## src/rtl/input_cond_pkg.sv

```systemverilog
// Shared defaults and helpers for the input conditioner.
// Channels honour INPUT_COND_FALL_EN (fall-pulse generation).
package input_cond_pkg;

    localparam int DEF_N_CH     = 4;
    localparam int DEF_STAGES   = 2;
    localparam int DEF_DEBOUNCE = 3;

    // Counter width: wide enough to hold DEBOUNCE-1, plus one bit of headroom.
    function automatic int cnt_width(input int d);
        return $clog2(d) + 1;
    endfunction

endpackage

```

## src/rtl/input_conditioner_if.sv

```systemverilog
// Pin-side bundle of the input conditioner: raw inputs in, clean levels and edge pulses out.
interface input_conditioner_if #(
    parameter int N_CH = input_cond_pkg::DEF_N_CH
);

    logic [N_CH-1:0] din;
    logic [N_CH-1:0] level;
    logic [N_CH-1:0] rise;
    logic [N_CH-1:0] fall;

    modport master (
        output din,
        input  level,
        input  rise,
        input  fall
    );

    modport slave (
        input  din,
        output level,
        output rise,
        output fall
    );

endinterface

```

## src/rtl/cond_channel.sv

```systemverilog
// One conditioner channel: synchroniser chain, debounce counter and registered edge pulses.
// The fall-edge register exists only when INPUT_COND_FALL_EN is defined.
module cond_channel
    import input_cond_pkg::*;
#(
    parameter int STAGES   = DEF_STAGES,
    parameter int DEBOUNCE = DEF_DEBOUNCE
) (
    input  logic clk,
    input  logic reset,
    input  logic din,
    output logic level,
    output logic rise,
    output logic fall
);

    localparam int              CW       = cnt_width(DEBOUNCE);
    localparam logic [CW-1:0]   CNT_LAST = CW'(DEBOUNCE - 1);

    logic [STAGES-1:0] sync_q, sync_d;
    logic [CW-1:0]     cnt_q, cnt_d;
    logic              level_q, level_d;
    logic              rise_q, rise_d;
    logic              s;
    logic              flip;

    assign s = sync_q[STAGES-1];

    always_comb begin
        sync_d  = {sync_q[STAGES-2:0], din};
        level_d = level_q;
        cnt_d   = '0;
        flip    = 1'b0;
        // The counter tops out at DEBOUNCE-1, so it never needs to saturate.
        if (s != level_q) begin
            if (cnt_q == CNT_LAST) begin
                flip    = 1'b1;
                level_d = s;
            end else begin
                cnt_d = cnt_q + 1'b1;
            end
        end
        rise_d = flip && s;
    end

    always_ff @(posedge clk or posedge reset) begin
        if (reset) begin
            sync_q  <= '0;
            cnt_q   <= '0;
            level_q <= 1'b0;
            rise_q  <= 1'b0;
        end else begin
            sync_q  <= sync_d;
            cnt_q   <= cnt_d;
            level_q <= level_d;
            rise_q  <= rise_d;
        end
    end

    assign level = level_q;
    assign rise  = rise_q;

`ifdef INPUT_COND_FALL_EN
    logic fall_q, fall_d;

    assign fall_d = flip && !s;

    always_ff @(posedge clk or posedge reset) begin
        if (reset) begin
            fall_q <= 1'b0;
        end else begin
            fall_q <= fall_d;
        end
    end

    assign fall = fall_q;
`else
    assign fall = 1'b0;
`endif

endmodule

```

## src/rtl/input_conditioner.sv

```systemverilog
// Multi-channel input conditioner: N_CH independent sync/debounce/edge channels.
// Fall pulses are produced only when INPUT_COND_FALL_EN is defined; otherwise fall reads zero.
module input_conditioner
    import input_cond_pkg::*;
#(
    parameter int N_CH     = DEF_N_CH,
    parameter int STAGES   = DEF_STAGES,
    parameter int DEBOUNCE = DEF_DEBOUNCE
) (
    input  logic                clk,
    input  logic                reset,
    input_conditioner_if.slave  bus
);

    logic [N_CH-1:0] level_w;
    logic [N_CH-1:0] rise_w;
    logic [N_CH-1:0] fall_w;

    for (genvar ch = 0; ch < N_CH; ch++) begin : g_ch
        cond_channel #(
            .STAGES   (STAGES),
            .DEBOUNCE (DEBOUNCE)
        ) u_ch (
            .clk   (clk),
            .reset (reset),
            .din   (bus.din[ch]),
            .level (level_w[ch]),
            .rise  (rise_w[ch]),
            .fall  (fall_w[ch])
        );
    end

    assign bus.level = level_w;
    assign bus.rise  = rise_w;
    assign bus.fall  = fall_w;

endmodule

```

## src/flat_wrapper.sv

```systemverilog
// flat-port wrapper written by rule: the top's interface ports become plain ports
module input_conditioner_flat import input_cond_pkg::*;
#(
    parameter int N_CH     = DEF_N_CH,
    parameter int STAGES   = DEF_STAGES,
    parameter int DEBOUNCE = DEF_DEBOUNCE
)
  (clk, reset, bus_din, bus_level, bus_rise, bus_fall);
  input_conditioner_if #(.N_CH(N_CH)) bus_i ();
  input  logic clk;
  input  logic reset;
  input wire logic [$bits(bus_i.din)-1:0] bus_din;
  output wire logic [$bits(bus_i.level)-1:0] bus_level;
  output wire logic [$bits(bus_i.rise)-1:0] bus_rise;
  output wire logic [$bits(bus_i.fall)-1:0] bus_fall;
  assign bus_i.din = bus_din;
  assign bus_level = bus_i.level;
  assign bus_rise = bus_i.rise;
  assign bus_fall = bus_i.fall;
  input_conditioner #(.N_CH(N_CH), .STAGES(STAGES), .DEBOUNCE(DEBOUNCE)) u_core (.clk(clk), .reset(reset), .bus(bus_i));
endmodule
```

## config.mk

```make
export PLATFORM = sky130hd
export DESIGN_NAME = input_conditioner_flat
export DESIGN_NICKNAME = d
export VERILOG_FILES = /design/src/rtl/input_cond_pkg.sv /design/src/rtl/input_conditioner_if.sv /design/src/rtl/cond_channel.sv /design/src/rtl/input_conditioner.sv /design/src/flat_wrapper.sv
export SDC_FILE = /design/constraint.sdc
export NUM_CORES = 1
export LEC_CHECK = 0
export ABC_AREA = 1
export ABC_CLOCK_PERIOD_IN_PS = 800
export CAP_MARGIN = 30
export CORE_MARGIN = 2
export CORE_UTILIZATION = 51
export DETAILED_ROUTE_END_ITERATION = 12
export DONT_BUFFER_PORTS = 1
export HOLD_SLACK_MARGIN = 0.03
export PLACE_DENSITY = 0.74
export SETUP_SLACK_MARGIN = 0.1
export SYNTH_ARGS = -nofsm -noshare
export SYNTH_HDL_FRONTEND = slang
export SYNTH_SLANG_ARGS = --single-unit
```

## constraint.sdc

```tcl
create_clock -name clk -period 0.8 [get_ports clk]
set_input_delay 0.12 -clock clk [delete_from_list [all_inputs] [get_ports clk]]
set_output_delay 0.12 -clock clk [all_outputs]
set_load 0.02 [all_outputs]
```

# After elaboration in Yosys (flattened, before gate mapping)
# Index checks and enable logic that the tools add are counted.
[op_classes] addsub=4 mul=0 div_mod_pow=0 magnitude_cmp=0 n_eq_ne=8 shifts=0 mux=16 n_bitwise=0 n_reduce_logical=8
[ops] operator="two-way mux 3 bit" n=8
[ops] operator="adder 3 x 1 -> 3 bit (second input constant)" n=4
[ops] operator="== test 3 x 2 -> 1 bit (second input constant)" n=4
[ops] operator="two-way mux 1 bit" n=8
[ops] operator="AND reduction 2 bit" n=4
[ops] operator="logical AND 1 bit" n=4
[ops] operator="inequality test 1 bit" n=4
[word_totals] register_bits=28 latchBits=0 ram_bits=0 rom_bits=0 input_bits=6 output_inout_bits=12 wordCells=52 memories=0

# Longest topological paths before layout
# Gate-level depths: netlist (run 1).
[logic_depth] ltp_word=4 mapped_depth=4 depth_no_buf=4

# By module
# Synthesis (run 1) repeated with hierarchy kept, for this count alone.
[hier_totals] hier_cells=124 hier_area_um2=1151.1
[by_module_without_submodules] module="cond_channel" n_inst=4 cells_each=31 area_each_um2=287.8 seq_area_each_um2=175.2

# Least setup slack after synthesis (run 1)
# OpenSTA, ideal clock, no wires.
[synth_path] kind="register to register" start="register u_core.g_ch[2].u_ch.cnt_q[0]" end="register u_core.g_ch[2].u_ch.level_q" setup_time_ns=0.117 arrival_ns=0.639 required_time_ns=0.683 path_slack_ns=0.044 path_stages_with_launch=5 n_path_buf=0 period_less_slack_ns=0.756 path_cell_list="dfrtp_1 > inv_1 > nand3_1 > nand2_1 > nand2_1"
[synth_between] elab_chain_cells=2
[synth_rtl] item="from (decl)" line="cond_channel.sv:21" text="logic [CW-1:0] cnt_q, cnt_d;"
[synth_rtl] item="from (signal assigned)" line="cond_channel.sv:54" text="cnt_q <= cnt_d;"
[synth_rtl] item="== test 3 x 2 -> 1 bit" line="cond_channel.sv:36" text="if (cnt_q == CNT_LAST) begin"
[synth_rtl] item="AND reduction 2 bit (no line)"
[synth_rtl] item="to (signal assigned)" line="cond_channel.sv:55" text="level_q <= level_d;"
[synth_rtl] item="to (decl)" line="cond_channel.sv:22" text="logic level_q, level_d;"
# No other way between the ends.
# A chain may end at the register's enable or synchronous reset.

# Worst setup path after layout (run 1)
[layout_path] start="register u_core.g_ch[2].u_ch.level_q" end="output port bus_level[2]"
[layout_rtl] item="to (decl)" line="flat_wrapper.sv:13" text="output wire logic [$bits(bus_i.level)-1:0] bus_level;"
# No word-level cell between the ends.

==> results of run 1 <==
-- stage by stage --
stage / setup TNS, ns / power (W) / hold slack [ns]
after global routing: -3.95 / 0.00605 / 0.254
after global placement: 0 / 0.00354 / 0.0585
final: -2.93 / 0.00570 / 0.234
after CTS: -3.01 / 0.00498 / 0.250
after floorplan: 0 / 0.00340 / 0.151
after detailed placement: -0.0168 / 0.00362 / 0.0649
-- cell families (layout without fill, tap and decap cells) --
logic type / count (synthesis) / in the layout / share of synthesized area
other: 1 / 4 / 0.00313
AO/OA/AOI/OAI: 5 / 5 / 0.0209
AND/OR/NAND/NOR: 74 / 74 / 0.261
buffers and inverters: 30 / 38 / 0.131
flip-flops: 28 / 28 / 0.584
-- final cells by class --
class / count / area (um2) / share of cell area
Clock inverter: 1 / 30.0 / 0.0187
Tap cell: 28 / 35.0 / 0.0218
Timing Repair Buffer: 16 / 179 / 0.112
Multi-Input combinational cell: 83 / 546 / 0.340
Clock buffer: 3 / 22.5 / 0.0140
Sequential cell: 28 / 712 / 0.444
Inverter: 18 / 80.1 / 0.0499
-- report_power, final --
group	internal, W	switching, W
Clock	0.000507	0.000415
Sequential	0.00181	0.000498
Combinational	0.00107	0.00140
-- synth_stat cells --
master | n | share of area
nand2_1 | 42 | 0.13
dfrtp_1 | 28 | 0.58
buf_4 | 12 | 0.075
nand3_1 | 12 | 0.050
nor2_1 | 12 | 0.038
inv_1 | 10 | 0.031
inv_2 | 8 | 0.025
a21oi_1 | 4 | 0.017
nand4_1 | 4 | 0.021
nor2_2 | 4 | 0.021
conb_1 | 1 | 0.0031
o21ai_1 | 1 | 0.0042
-- final timing paths --
kind,startpoint,end,slack (ns),cells past startpoint
setup / recovery,u_core.g_ch[2].u_ch.level$_DFFE_PP0P_,bus_level[2],-0.22,1
hold reg to reg,u_core.g_ch[3].u_ch.sync_q[0]$_DFF_PP0_,u_core.g_ch[3].u_ch.sync_q[1]$_DFF_PP0_,0.37,0
hold / removal,reset,u_core.g_ch[0].u_ch.cnt_q[1]$_DFF_PP0_,0.23,3
min in group clk,bus_din[2],u_core.g_ch[2].u_ch.sync_q[0]$_DFF_PP0_,0.32,1
setup reg to reg,u_core.g_ch[0].u_ch.level$_DFFE_PP0P_,u_core.g_ch[0].u_ch.cnt_q[0]$_DFF_PP0_,-0.17,6
max in group asynchronous,reset,u_core.g_ch[3].u_ch.cnt_q[1]$_DFF_PP0_,0.40,3
-- timing repair --
item	4_1_cts	5_1_grt
gates resized for setup	22	57
endpoints found under the hold margin	32	0
cloned	0	0
hold buffers	5	0
buffers inserted	5	2
endpoints found under the setup margin	28	28
pin swaps	13	17
-- sequential cells by signal (all words and copies together) (netlist names) --
register                 flops
u_core.g_ch.u_ch.cnt_q      12
u_core.g_ch.u_ch.level       4
u_core.g_ch.u_ch.rise        4
u_core.g_ch.u_ch.sync_q      8
-- layer usage --
| layer | up-vias | routed length (um) |
|---|---|---|
| met4 | 0 | 66 |
| met1 | 449 | 926 |
| met5 | - | 0 |
| met2 | 15 | 1250 |
| met3 | 7 | 48 |
| li1 | 432 | - |
==> impl_metrics.json, run 1 <==
{
  "status": "complete, but fails checks",
  "violations": "negative setup slack",
  "wl_per_cell_um": 13.0,
  "mostFrequentLayoutCells": "20 x nand2_1, 19 x dfrtp_1, 13 x nand2_4",
  "worstSkewPairLatency_ns": 0.34,
  "crit_required_ns": 0.68,
  "min_period_ns": 1.02,
  "slew_violations": 0,
  "p_per_area_nw_per_um2": 3550,
  "row_count": 17,
  "max_cap_viol_count": 0,
  "arrival_ns": 0.90,
  "die_w_um": 52.5,
  "syn_area_um2": 1200,
  "netlist_instances": 138,
  "floorplan.die_area_um2": 2760,
  "final_util": 0.725,
  "io_pins": 18,
  "final_area_um2": 1600,
  "crit_slowest_cell": "dfrtp_1",
  "start_util": 0.542,
  "vias_per_cell": 5.10,
  "crit_buf_inv": 1,
  "ant_nets": 0,
  "remaining_drc_errors": 0,
  "grt_overflow_total": 0,
  "syn_avg_cell_area_um2": 8.69,
  "report.final.setup_viol": 28,
  "area_growth_pct": 33.7,
  "insertedDiodeCount": 0,
  "dp_hpwl_um": 1290,
  "path_cells": "buf_6",
  "gp_congestion": 0.827,
  "use_met2": 0.304,
  "synth.yosys.seq_area_share": 0.584,
  "slowest_delay_ns": 0.43,
  "grt_first_pass_wirelength_um": 3370,
  "htree_levels": 1,
  "fmax_mhz": 983,
  "drive_above_1_share": 0.537,
  "path_delay_family": "flip-flops",
  "antenna_found_initial": 0,
  "yosys_warnings": 0,
  "fp.dieH_um": 52.5,
  "core-area_um2": 2210,
  "clockRootBuffer": "clkbuf_4",
  "crit_fanout": 2,
  "cts_buffers": 3,
  "setup_ws_ns": -0.217,
  "grt_usage": 0.169,
  "pre_cts_slack_ns": -0.0141,
  "hold_viol": 0,
  "grtUsageMet1": 0.191,
  "crit_type": "reg -> out",
  "cts_buffer_depth": 2,
  "busiest_layer": "met2",
  "via_count": 903,
  "mostFrequentLayoutCell": "nand2_1",
  "nFillCells": 160,
  "synth_seq_cells": 28,
  "hp-class": "in -> async",
  "grt_max_degree": 29,
  "io_buffers": 0,
  "placed_cell_area_um2": 1210,
  "routed_wl_um": 2300,
  "grt_pass1_vias": 843,
  "cts_tree": "yes",
  "fin_skew_ns": 0.00997,
  "clock_sinks": 28,
  "final_nets": 156,
  "peakVddDrop_mv": 1.94,
  "firstDrtPassIters": 4,
  "finalCritPeriodShare": 1.27,
  "drt_iter0_markers": 29,
  "crit_path_start_kind": "flop",
  "dp.cells": 162,
  "fin_cells": 177,
  "use_met3": 0.0286,
  "worstSetupEndpointType": "primary output",
  "clk_pin_slew_ns": 0.15,
  "power.leakage_nw": 0.789,
  "rsz0062_at_grt": "true",
  "yosysUniqueCellTypes": 12
}
Note: power is estimated with default switching activity, not from simulation.
==> run 2, diff against run 1 <==
--- a/config.mk
+++ b/config.mk
@@ -6,14 +6,14 @@
 export NUM_CORES = 1
 export LEC_CHECK = 0
 export ABC_AREA = 1
-export ABC_CLOCK_PERIOD_IN_PS = 800
+export ABC_CLOCK_PERIOD_IN_PS = 1250
 export CAP_MARGIN = 30
 export CORE_MARGIN = 2
 export CORE_UTILIZATION = 51
 export DETAILED_ROUTE_END_ITERATION = 12
 export DONT_BUFFER_PORTS = 1
 export HOLD_SLACK_MARGIN = 0.03
-export PLACE_DENSITY = 0.74
+export PLACE_DENSITY = 0.71
 export SETUP_SLACK_MARGIN = 0.1
 export SYNTH_ARGS = -nofsm -noshare
 export SYNTH_HDL_FRONTEND = slang
==> constraint.sdc (replaced) <==
create_clock -name clk -period 1.25 [get_ports clk]
set_input_delay 0.1875 -clock clk [delete_from_list [all_inputs] [get_ports clk]]
set_output_delay 0.1875 -clock clk [all_outputs]
set_load 0.02 [all_outputs]
==> impl_metrics.json, run 2 (synthesized netlist as in run 1, its figures left out) <==
{
  "fp.dieH_um": 52.5,
  "floorplan.die_area_um2": 2760,
  "power.leakage_nw": 0.669,
  "seqCellArea_um2": 701,
  "largest_reg_flops": 12,
  "netSwitchingFraction": 0.376,
  "vias_per_cell": 4.84,
  "nFillCells": 180,
  "power_switching_w": 0.00104,
  "rr_worst_depth": 4,
  "drt_iter0_markers": 18,
  "io_buffers": 0,
  "crit_fanout": 4,
  "intPower_w": 0.00172,
  "clkPwrFrac": 0.209,
  "ctsHoldBuffers": 5,
  "finalPower_w": 0.00276,
  "die_w_um": 52.5,
  "arrival_ns": 0.85,
  "crit_type": "reg -> out",
  "clock_sinks": 28,
  "grt_first_pass_wirelength_um": 3040,
  "crit_cells": 0,
  "insertedDiodeCount": 0,
  "fmax_mhz": 963,
  "worstSkewPairLatency_ns": 0.32,
  "drive_above_1_share": 0.122,
  "antenna_found_initial": 0,
  "worstSetupEndpointType": "primary output",
  "grt_max_degree": 29,
  "dp_hpwl_um": 1210,
  "worstReg2RegEnd": "u_core.g_ch[2].u_ch.cnt_q[0]$_DFF_PP0_",
  "clk_pin_slew_ns": 0.15,
  "area_growth_pct": 5.53,
  "multi_input_area_um2": 353,
  "p_per_area_nw_per_um2": 2180,
  "seq_power_share": 0.540,
  "mostFrequentLayoutCell": "nand2_1",
  "clockRootBuffer": "clkbuf_4",
  "status": "finished, final reports clean",
  "max_cap_viol_count": 0,
  "grt_usage": 0.152,
  "final_util": 0.572,
  "ant_nets": 0,
  "critPathLaunch": "u_core.g_ch[2].u_ch.level$_DFFE_PP0P_",
  "finalCritPeriodShare": 0.831,
  "report.final.setup_viol": 0,
  "row_count": 17,
  "fin_setup_tns_ns": 0,
  "rrSetupSlack_ns": 0.26,
  "peakVddDrop_mv": 1.26,
  "crit_path_start_kind": "flop",
  "crit_end": "bus_level[2]",
  "timing.rr.start": "u_core.g_ch[2].u_ch.level$_DFFE_PP0P_",
  "largestRegisters": "u_core.g_ch.u_ch.cnt_q x12, u_core.g_ch.u_ch.sync_q x8",
  "io_pins": 18,
  "hold_viol": 0,
  "post-cts-setup-buffer-count": 0,
  "wl_per_cell_um": 10.1,
  "hp-class": "in -> async",
  "core-area_um2": 2210,
  "crit_required_ns": 1.06,
  "mostFrequentLayoutCells": "42 x nand2_1, 28 x dfrtp_1, 12 x nand3_1, 12 x nor2_1, 10 x inv_1",
  "final_nets": 146,
  "firstDrtPassIters": 4,
  "start_util": 0.542,
  "htree_levels": 1,
  "largest_register": "u_core.g_ch.u_ch.cnt_q",
  "min_period_ns": 1.04,
  "via_count": 809,
  "routed_wl_um": 1690,
  "gp_congestion": 0.695,
  "grt_pass1_vias": 759,
  "cts_buffers": 3,
  "cts_tree": "yes",
  "slew_violations": 0,
  "grt_overflow_total": 0,
  "rsz0062_at_grt": "false",
  "pwr-share-comb": 0.250,
  "cts_buffer_depth": 2,
  "cts-resized-gates": 0,
  "remaining_drc_errors": 0,
  "fin_cells": 167,
  "fin_skew_ns": 0.0127,
  "dp.cells": 158
}
run 2: cell count changes in the layout (fill, tap and decap cells not counted), sizes merged:
cell and delta:
buf -10
run 2: routing by layer:
| metal | share of wire | GRT usage | routed length, um | vias to the layer above |
|---|---|---|---|---|
| met3 | 0.037 | 0.0400 | 63 | 2 |
| met1 | 0.47 | 0.176 | 791 | 376 |
| met5 | 0 | 0 | 0 | - |
| li1 | - | - | - | 412 |
| met4 | 0.0059 | 0.0641 | 10 | 0 |
| met2 | 0.49 | 0.263 | 821 | 19 |
run 2: power groups by stage:
stage	combinational [W]	sequential [W]	clock, W
4_1_cts	0.000697	0.00149	0.000603
6_report	0.000691	0.00149	0.000578
3_5_place_dp	0.000685	0.00151	0
5_1_grt	0.000819	0.00154	0.000633
3_3_place_gp	0.000651	0.00150	0
2_1_floorplan	0.000799	0.00135	0
run 2: final cells by class:
| class | count | area share |
|---|---|---|
| inverter | 18 | 0.0534 |
| tap | 28 | 0.0277 |
| sequential | 28 | 0.553 |
| multi-input combinational | 83 | 0.279 |
| clock buffer | 3 | 0.0178 |
| clock inverter | 1 | 0.0237 |
| timing repair buffer | 6 | 0.0455 |
run 2: metrics by stage:
step	setup slack, ns	hold slack [ns]	instance area [um2]
after floorplan	0.485	0.219	1210
after global placement	0.335	0.157	1160
after detailed placement	0.296	0.161	1160
after CTS	0.189	0.333	1270
after global routing	0.135	0.363	1270
final	0.211	0.341	1270
run 2: how the worst min path moves through the flow:
stage | start | to | slack [ns]
floorplan | bus_din[0] | u_core.g_ch[0].u_ch.sync_q[0]$_DFF_PP0_ | 0.22
global placement | reset | u_core.g_ch[1].u_ch.level$_DFFE_PP0P_ | 0.16
detailed placement | reset | u_core.g_ch[1].u_ch.level$_DFFE_PP0P_ | 0.16
CTS | reset | u_core.g_ch[1].u_ch.level$_DFFE_PP0P_ | 0.33
global route | reset | u_core.g_ch[1].u_ch.level$_DFFE_PP0P_ | 0.36
finish | reset | u_core.g_ch[1].u_ch.level$_DFFE_PP0P_ | 0.34
